$ cat config.mk
export PLATFORM = sky130hd
export DESIGN_NAME = stp_word_assembler_flat
export DESIGN_NICKNAME = d
export VERILOG_FILES = /design/src/rtl/stp_word_assembler_pkg.sv /design/src/rtl/stp_word_assembler_if.sv /design/src/rtl/stp_word_assembler_shift_core.sv /design/src/rtl/stp_word_assembler.sv /design/src/flat_wrapper.sv
export SDC_FILE = /design/constraint.sdc
export NUM_CORES = 1
export LEC_CHECK = 0
export ABC_CLOCK_PERIOD_IN_PS = 1700
export BUFFER_PORTS_ARGS = -buffer_cell sky130_fd_sc_hd__clkbuf_2
export CORE_UTILIZATION = 50
export DETAILED_ROUTE_END_ITERATION = 8
export MAX_ROUTING_LAYER = met4
export PLACE_DENSITY_LB_ADDON = 0.1
export RECOVER_POWER = 50
export SYNTH_ARGS = -nofsm -noshare
export SYNTH_HDL_FRONTEND = slang
export SYNTH_SLANG_ARGS = --single-unit
$ cat constraint.sdc
create_clock -name clk -period 1.7 [get_ports clk]
set_input_delay 0.34 -clock clk [delete_from_list [all_inputs] [get_ports clk]]
set_output_delay 0.34 -clock clk [all_outputs]
set_load 0.05 [all_outputs]
$ cat src/rtl/stp_word_assembler_pkg.sv
// Shared types and sizing helpers for the serial-to-parallel word assembler.
// Optional feature macro: PARITY_CHECK_EN (one trailing parity bit per word).
package stp_pkg;

   typedef enum logic {
      SHIFT_TO_LSB = 1'b0,
      SHIFT_TO_MSB = 1'b1
   } shift_dir_e;

`ifdef PARITY_CHECK_EN
   localparam int PARITY_BITS = 1;
`else
   localparam int PARITY_BITS = 0;
`endif

   // Serial bits per word, including the parity bit when it is enabled.
   function automatic int word_len(input int num_bits);
      return num_bits + PARITY_BITS;
   endfunction

   function automatic int cnt_width(input int wlen);
      return $clog2(wlen + 1);
   endfunction

endpackage

$ cat src/rtl/stp_word_assembler_if.sv
// Word-side handshake between the assembler (master) and its consumer (slave).
// Optional feature macro: PARITY_CHECK_EN (drives parity_err when defined).
interface stp_word_if #(
   parameter int NUM_BITS = 8
);
   logic [NUM_BITS-1:0] parallel_out;
   logic                word_valid;
   logic                word_ready;
   logic                parity_err;

   modport master (
      output parallel_out,
      output word_valid,
      output parity_err,
      input  word_ready
   );

   modport slave (
      input  parallel_out,
      input  word_valid,
      input  parity_err,
      output word_ready
   );
endinterface

$ cat src/rtl/stp_word_assembler_shift_core.sv
// Shift register for the assembler: shifts toward MSB or LSB, clear reloads all ones.
// Optional feature macro: PARITY_CHECK_EN (handled by the caller, not here).
module stp_shift_core
   import stp_pkg::*;
#(
   parameter int         NUM_BITS  = 8,
   parameter shift_dir_e SHIFT_DIR = SHIFT_TO_MSB
) (
   input  logic                clk,
   input  logic                rst,
   input  logic                i_clear,
   input  logic                i_shift,
   input  logic                i_bit,
   output logic [NUM_BITS-1:0] o_sr,
   output logic [NUM_BITS-1:0] o_shifted
);

   logic [NUM_BITS-1:0] r_sr;
   logic [NUM_BITS-1:0] w_base;
   logic [NUM_BITS-1:0] w_shifted;
   logic [NUM_BITS-1:0] w_next;

   // A clear coinciding with a shift makes the incoming bit the first of a fresh word.
   assign w_base = i_clear ? '1 : r_sr;

   generate
      if (SHIFT_DIR == SHIFT_TO_MSB) begin : g_to_msb
         assign w_shifted = {w_base[NUM_BITS-2:0], i_bit};
      end else begin : g_to_lsb
         assign w_shifted = {i_bit, w_base[NUM_BITS-1:1]};
      end
   endgenerate

   always_comb begin
      w_next = r_sr;
      if (i_shift) begin
         w_next = w_shifted;
      end else if (i_clear) begin
         w_next = '1;
      end
   end

   always_ff @(posedge clk) begin
      if (rst) begin
         r_sr <= '1;
      end else begin
         r_sr <= w_next;
      end
   end

   assign o_sr      = r_sr;
   assign o_shifted = w_shifted;

endmodule

$ cat src/rtl/stp_word_assembler.sv
// Serial-to-parallel word assembler with a one-word holding register and valid/ready output.
// Optional feature macro: PARITY_CHECK_EN (adds a checked parity bit after each data word).
module stp_word_assembler
   import stp_pkg::*;
#(
   parameter int NUM_BITS   = 8,
   parameter bit SHIFT_MSB  = 1'b1,
   parameter bit PARITY_ODD = 1'b0
) (
   input  logic                                       clk,
   input  logic                                       rst,
   input  logic                                       i_shift_enable,
   input  logic                                       i_serial_in,
   input  logic                                       i_frame_start,
   input  logic                                       i_clear_overrun,
   stp_word_if.master                                 o_word,
   output logic                                       o_overrun,
   output logic [cnt_width(word_len(NUM_BITS))-1:0]   o_bit_count
);

   localparam int               WORD_LEN = word_len(NUM_BITS);
   localparam int               CNT_W    = cnt_width(WORD_LEN);
   localparam logic [CNT_W-1:0] LAST_CNT = CNT_W'(WORD_LEN - 1);

   logic [CNT_W-1:0]    r_cnt;
   logic [CNT_W-1:0]    w_cnt_next;
   logic [NUM_BITS-1:0] r_hold;
   logic                r_valid;
   logic                r_overrun;
   logic                r_par_err;

   logic                w_last;
   logic                w_complete;
   logic                w_load;
   logic                w_drop;
   logic                w_data_shift;
   logic [NUM_BITS-1:0] w_sr;
   logic [NUM_BITS-1:0] w_shifted;
   logic [NUM_BITS-1:0] w_word;
   logic                w_par_err;

   assign w_last     = (r_cnt == LAST_CNT);
   assign w_complete = i_shift_enable & ~i_frame_start & w_last;
   assign w_load     = w_complete & (~r_valid | o_word.word_ready);
   assign w_drop     = w_complete & r_valid & ~o_word.word_ready;

`ifdef PARITY_CHECK_EN
   logic [NUM_BITS-1:0] w_unused_shifted;

   // The parity bit is consumed by the check and never enters the shift register.
   assign w_data_shift     = i_shift_enable & (i_frame_start | ~w_last);
   assign w_word           = w_sr;
   assign w_par_err        = ((^w_sr) ^ i_serial_in) != PARITY_ODD;
   assign w_unused_shifted = w_shifted;
`else
   logic [NUM_BITS-1:0] w_unused_sr;
   logic                w_unused_par_odd;

   assign w_data_shift     = i_shift_enable;
   assign w_word           = w_shifted;
   assign w_par_err        = 1'b0;
   assign w_unused_sr      = w_sr;
   assign w_unused_par_odd = PARITY_ODD;
`endif

   stp_shift_core #(
      .NUM_BITS  (NUM_BITS),
      .SHIFT_DIR (SHIFT_MSB ? SHIFT_TO_MSB : SHIFT_TO_LSB)
   ) u_shift_core (
      .clk       (clk),
      .rst       (rst),
      .i_clear   (i_frame_start),
      .i_shift   (w_data_shift),
      .i_bit     (i_serial_in),
      .o_sr      (w_sr),
      .o_shifted (w_shifted)
   );

   always_comb begin
      w_cnt_next = r_cnt;
      if (i_shift_enable) begin
         if (i_frame_start) begin
            w_cnt_next = CNT_W'(1);
         end else if (w_last) begin
            w_cnt_next = '0;
         end else begin
            w_cnt_next = r_cnt + CNT_W'(1);
         end
      end else if (i_frame_start) begin
         w_cnt_next = '0;
      end
   end

   always_ff @(posedge clk) begin
      if (rst) begin
         r_cnt     <= '0;
         r_hold    <= '1;
         r_valid   <= 1'b0;
         r_overrun <= 1'b0;
         r_par_err <= 1'b0;
      end else begin
         r_cnt <= w_cnt_next;

         if (w_load) begin
            r_hold    <= w_word;
            r_par_err <= w_par_err;
         end

         // A completion on the transfer edge refills the holding register without a gap.
         if (w_load) begin
            r_valid <= 1'b1;
         end else if (r_valid & o_word.word_ready) begin
            r_valid <= 1'b0;
         end

         if (w_drop) begin
            r_overrun <= 1'b1;
         end else if (i_clear_overrun) begin
            r_overrun <= 1'b0;
         end
      end
   end

   assign o_word.parallel_out = r_hold;
   assign o_word.word_valid   = r_valid;
   assign o_word.parity_err   = r_par_err;
   assign o_overrun           = r_overrun;
   assign o_bit_count         = r_cnt;

endmodule

$ cat src/flat_wrapper.sv
// flat-port wrapper written by rule: the top's interface ports become plain ports
module stp_word_assembler_flat import stp_pkg::*;
#(
   parameter int NUM_BITS   = 8,
   parameter bit SHIFT_MSB  = 1'b1,
   parameter bit PARITY_ODD = 1'b0
)
  (clk, rst, i_shift_enable, i_serial_in, i_frame_start, i_clear_overrun, o_overrun, o_bit_count, o_word_parallel_out, o_word_word_valid, o_word_parity_err, o_word_word_ready);
  stp_word_if #(.NUM_BITS(NUM_BITS)) o_word_i ();
  input  logic clk;
  input  logic rst;
  input  logic i_shift_enable;
  input  logic i_serial_in;
  input  logic i_frame_start;
  input  logic i_clear_overrun;
  output logic o_overrun;
  output logic [cnt_width(word_len(NUM_BITS))-1:0] o_bit_count;
  output wire logic [$bits(o_word_i.parallel_out)-1:0] o_word_parallel_out;
  output wire logic [$bits(o_word_i.word_valid)-1:0] o_word_word_valid;
  output wire logic [$bits(o_word_i.parity_err)-1:0] o_word_parity_err;
  input wire logic [$bits(o_word_i.word_ready)-1:0] o_word_word_ready;
  assign o_word_parallel_out = o_word_i.parallel_out;
  assign o_word_word_valid = o_word_i.word_valid;
  assign o_word_parity_err = o_word_i.parity_err;
  assign o_word_i.word_ready = o_word_word_ready;
  stp_word_assembler #(.NUM_BITS(NUM_BITS), .SHIFT_MSB(SHIFT_MSB), .PARITY_ODD(PARITY_ODD)) u_core (.clk(clk), .rst(rst), .i_shift_enable(i_shift_enable), .i_serial_in(i_serial_in), .i_frame_start(i_frame_start), .i_clear_overrun(i_clear_overrun), .o_word(o_word_i), .o_overrun(o_overrun), .o_bit_count(o_bit_count));
endmodule
# --- Word level (Yosys, flattened, before mapping) ---
# Index checks and enable logic that the tools add are counted.
word_totals:
  register_bits: 21
  input_bits: 7
  out_inout_bits: 15
  elab_cells: 30
op_classes:
  add_sub_neg: 1
  n_eq_ne: 1
  n_mux: 10
  bitwise: 10
  reduce_logical: 3
op_table:
  columns: ["operator", "n"]
  rows:
  - ["two-way mux 4 bit", 4]
  - ["two-way mux 7 bit", 2]
  - ["AND 1 bit", 6]
  - ["nonzero test 2 bit", 3]
  - ["adder 4 x 1 -> 4 bit (second input constant)", 1]
  - ["== test 4 x 3 -> 1 bit (second input constant)", 1]
  - ["two-way mux 1 bit", 4]
  - ["inverter 1 bit", 3]
  - ["bitwise OR 1 bit", 1]

# --- Depth between registers and ports, before layout ---
depth:
  depth_word: 6
  ltp_mapped: 5
  depth_no_buf: 4

# --- Cells and area by module ---
# Synthesis repeated with hierarchy kept, for this count alone.
hier_totals:
  cells_unflattened: 100
  hier_area_um2: 949.7
by_module_without_submodules:
  columns: ["module", "n_inst", "cells_per_inst", "area_per_inst_um2", "seq_area_each_um2"]
  rows:
  - ["stp_word_assembler", 1, 65, 600.6, 280.3]
  - ["stp_shift_core", 1, 35, 349.1, 160.2]

# --- Least setup slack after synthesis ---
# Ideal clock, no wire load.
synth_path:
  path_type: "register -> register"
  start: "register u_core.r_cnt[1], in the netlist u_core.o_bit_count[1]"
  end: "register u_core.r_hold[0], in the netlist u_core.o_word.parallel_out[0]"
  setup_ns: 0.123
  arrival_ns: 1.532
  required_time_ns: 1.577
  slack_ns: 0.045
  stages_incl_launch_ff: 5
  n_path_buf: 0
  synth_period_minus_slack_ns: 1.655
  cell_sequence: "dfxtp_1 > ha_1 > nor3b_4 > nand4_4 > mux2i_1"
synth_via:
  elab_chain_cells: 3
synth_rtl:
  columns: ["element", "line", "rtl"]
  rows:
  - ["from (decl)", "stp_word_assembler.sv:25", "logic [CNT_W-1:0] r_cnt;"]
  - ["from (signal assigned)", "stp_word_assembler.sv:102", "r_cnt <= w_cnt_next;"]
  - ["== test 4 x 3 -> 1 bit", "stp_word_assembler.sv:42", "assign w_last = (r_cnt == LAST_CNT);"]
  - ["AND 1 bit", "stp_word_assembler.sv:43", "assign w_complete = i_shift_enable & ~i_frame_start & w_last;"]
  - ["AND 1 bit", "stp_word_assembler.sv:44", "assign w_load = w_complete & (~r_valid | o_word.word_ready);"]
  - ["to (signal assigned)", "stp_word_assembler.sv:105", "r_hold <= w_word;"]
  - ["to (decl)", "stp_word_assembler.sv:27", "logic [NUM_BITS-1:0] r_hold;"]
# No other way between the ends.
# A chain may end at the register's enable or synchronous reset.

# --- Worst setup path in the final report ---
layout_path:
  start: "register u_core.r_hold[7], in the netlist u_core.o_word.parallel_out[7]"
  end: "output port o_word_parallel_out[7]"
layout_lines:
  columns: ["element", "line", "rtl"]
  rows:
  - ["to (decl)", "flat_wrapper.sv:18", "output wire logic [$bits(o_word_i.parallel_out)-1:0] o_word_parallel_out;"]
# No word-level cell between the ends.

==> results.yml <==
run_status:
  run_status: "finished clean"
sta:
  final_min_period_over_clock_period_pct: 85.2
  clock_skew_ns: 0.00173
  setup_total_negative_slack_ns: 0
  final.setup.worst_slack_ns: 0.252
  grt_setup_unrepaired: "false"
  whs_ns: 0.292
  clock_period_minus_final_worst_setup_slack_ns: 1.45
  final_max_slew_viol_count: 0
  worst_pin_slew_ns: 0.805
  count_of_final_hold_check_violations: 0
  achievable-frequency_mhz: 690
  headroom_to_the_max_slew_limit_pct: 46.3
  timing.final.setup_violations: 0
yosys:
  synth_edf_count: 0
  yosys.cell_types.count: 27
  yosys-mux-area-fraction_pct: 17.0
  ys.flop_type: "dfxtp_1"
  synth-seq-cells: 21
  synthesis.area_per_instance_um2: 9.83
  synth_nets: 98
  main_combinational_cell_family_by_area_after_synthesis: "simple AND/OR/NAND/NOR gates"
  seq_area_frac_synth_pct: 47.5
  synthSimpleGateAreaFrac_pct: 23.9
  synth_xor_area_share_pct: 1.98
  syn_inst: 90
  complex_gate_fraction_of_the_synthesized_area_pct: 2.83
  yosys.area_share.adder_pct: 1.41
  yosys_warning_count: 0
  mappedNetlistArea_um2: 885
  asyncSetResetFlopFracSynth_pct: 0
placed_design:
  placedInstanceArea_um2: 961
  cell_total_after_placement: 119
  place_congestion: 0.785
  placement.io_buffers: 20
  place_hpwl_um: 979
  detailedPlace.worstSlack_ns: 0.347
final_layout:
  layout.nets: 116
  finalNonFillerCells: 123
  antenna-diode-count: 0
  layout.cells.most_common: "dfxtp_1"
  area.growth.synth_to_final_pct: 10.7
  final_area_um2: 980
  final_layout_size_suffix_gt1_share_pct: 18.7
  n_fill_cell: 145
  most-common-layout-cells: "dfxtp_1, nor2_1, mux2i_1"
clocking:
  cts-root-to-sink-buffers: 2
  post_cts_buffers: 0
  cts_hold_buf: 0
  cts-htree-levels: 1
  cts.repair.resized: 0
  clk-insertion-delay-late_ns: 0.30
  worst_setup_hold_path_clk_slew_ns: 0.11
  clock-root-buffer: "clkbuf_4"
  cts_buf_count: 3
  cts_tree: "built"
  clock-sinks: 21
routing:
  remaining_drc_errors: 0
  detailroute.wirelength.met2_um: 634
  dr_wl_met3_um: 53
  post_drt_wl_per_cell_um: 11.4
  wirelength_met1_um: 709
  wl_mm: 1.41
  detail_route.first_pass.iterations: 4
  postRouteAntennaNets: 0
  dr.max_layer_used: "met4"
  routed-via-count: 634
  detailedRoute.firstIterationViolations: 11
  vias_per_cell: 5.15
global_routing:
  grt.overflow.total: 0
  grt_start_max_net_pins: 21
  via_count_of_the_first_global_routing_pass: 514
  first_pass_grt_wire_length_mm: 2.21
  total_routing_usage_reported_by_global_routing_pct: 16.3
  antenna_found_initial: 0
setup_path:
  cp-start-kind: "flop"
  cpMaxStageDelayCell: "clkbuf_1"
  critical_path_class: "flop to output port"
  timing.critical_path.cells: "clkbuf_1"
  cp_num_buf_inv: 1
  critPathRequiredTime_ns: 1.36
  critical_path.max_fanout: 2
  worst_path_arrival_ns: 1.11
  worst_path_dominant_cell_family: "buffers and inverters"
  crit_path_end_kind: "output port"
  worst_path_largest_cell_delay_ns: 0.46
die:
  initial_core_util_pct: 56.1
  fp.coreArea_um2: 1580
  row_count: 14
  die_w_um: 44.1
  dieArea_um2: 1940
  io_pins: 22
  die_h_um: 44.1
min_path:
  hold_class: "input port to flop"
power:
  p_seq_share_pct: 62.9
  internal_pwr_total_uw: 603
  switching_pwr_uw: 192
  switching_share_pct: 24.2
  power_per_cell_area_nw_per_um2: 812
  power_frac_clock_pct: 29.6
  leakagePower_nw: 0.448
  peakVddDrop_uv: 595
  power_frac_comb_pct: 7.5
run:
  max-cap-violations: 0
## metrics by stage
| step | utilization (%) | power [mW] |
|---|---|---|
| after detailed placement | 61.0 | 0.571 |
| after global placement | 61.0 | 0.571 |
| after global routing | 62.1 | 0.830 |
| after floorplan | - | 0.564 |
| after CTS | 62.7 | 0.811 |
| final | 62.1 | 0.795 |
## sequential cells by signal (all words and copies together), names as in the netlist
register and flops:
u_core.o_bit_count 4, u_core.o_overrun 1, u_core.o_word.parallel_out 8, u_core.o_word.word_valid 1, u_core.u_shift_core.o_sr 7
## power groups by stage
stage	Combinational, mW	Sequential, mW	Clock [mW]
after floorplan	0.0446	0.520	0
after global routing	0.0642	0.501	0.265
final	0.0598	0.500	0.235
after CTS	0.0607	0.500	0.250
after global placement	0.0601	0.511	0
after detailed placement	0.0603	0.511	0
## worst reg2reg max path, delay by kind of cell, from the launching register on
kind	cells	cell delay [ns]
AND/OR/NAND/NOR	2	0.48
multiplexers	1	0.20
adder cells (fa/ha/maj)	1	0.20
flip-flops	1	0.39
## synth_stat cells, types with 2 or more instances
cell type	instances	share of area (%)
nor3_1	5	2.8
mux2i_1	15	17
nor2_1	15	6.4
nand2b_1	2	1.4
buf_2	2	1.1
a21oi_1	2	1.1
dfxtp_1	21	48
nand2_1	8	3.4
buf_4	2	1.7
## layout make-up
cell class,count,area (µm²),share of cell area (%)
clock buffer,3,22.5,2.30
clock inverter,1,5.00,0.511
multi-input combinational,62,420,42.9
sequential,21,420,42.9
tap,16,20.0,2.04
timing repair buffer,20,91.3,9.32
## layer usage
metal	global-route usage [%]	vias up
met3	2.86	2
met5	-	-
met1	21.6	285
met4	10.9	0
li1	-	336
met2	22.6	11
## final timing paths
path                                 start                             to  slack [ns]  depth (start not counted)
max reg2reg          u_core.o_bit_count[0]  u_core.o_word.parallel_out[5]        0.33                          4
min                        i_clear_overrun               u_core.o_overrun        0.29                          3
min reg2reg    u_core.u_shift_core.o_sr[6]    u_core.u_shift_core.o_sr[6]        0.49                          2
max          u_core.o_word.parallel_out[7]         o_word_parallel_out[7]        0.25                          1
## kinds of logic (layout without fill, tap and decap cells)
family,after synthesis,in the layout
fa+ha+maj,1,1
other cells,1,1
buf+inv,7,24
simple gates,39,39
xor+xnor,2,2
compound gates,4,4
mux,15,15
flops,21,21
(Power assumes the default switching activity.)
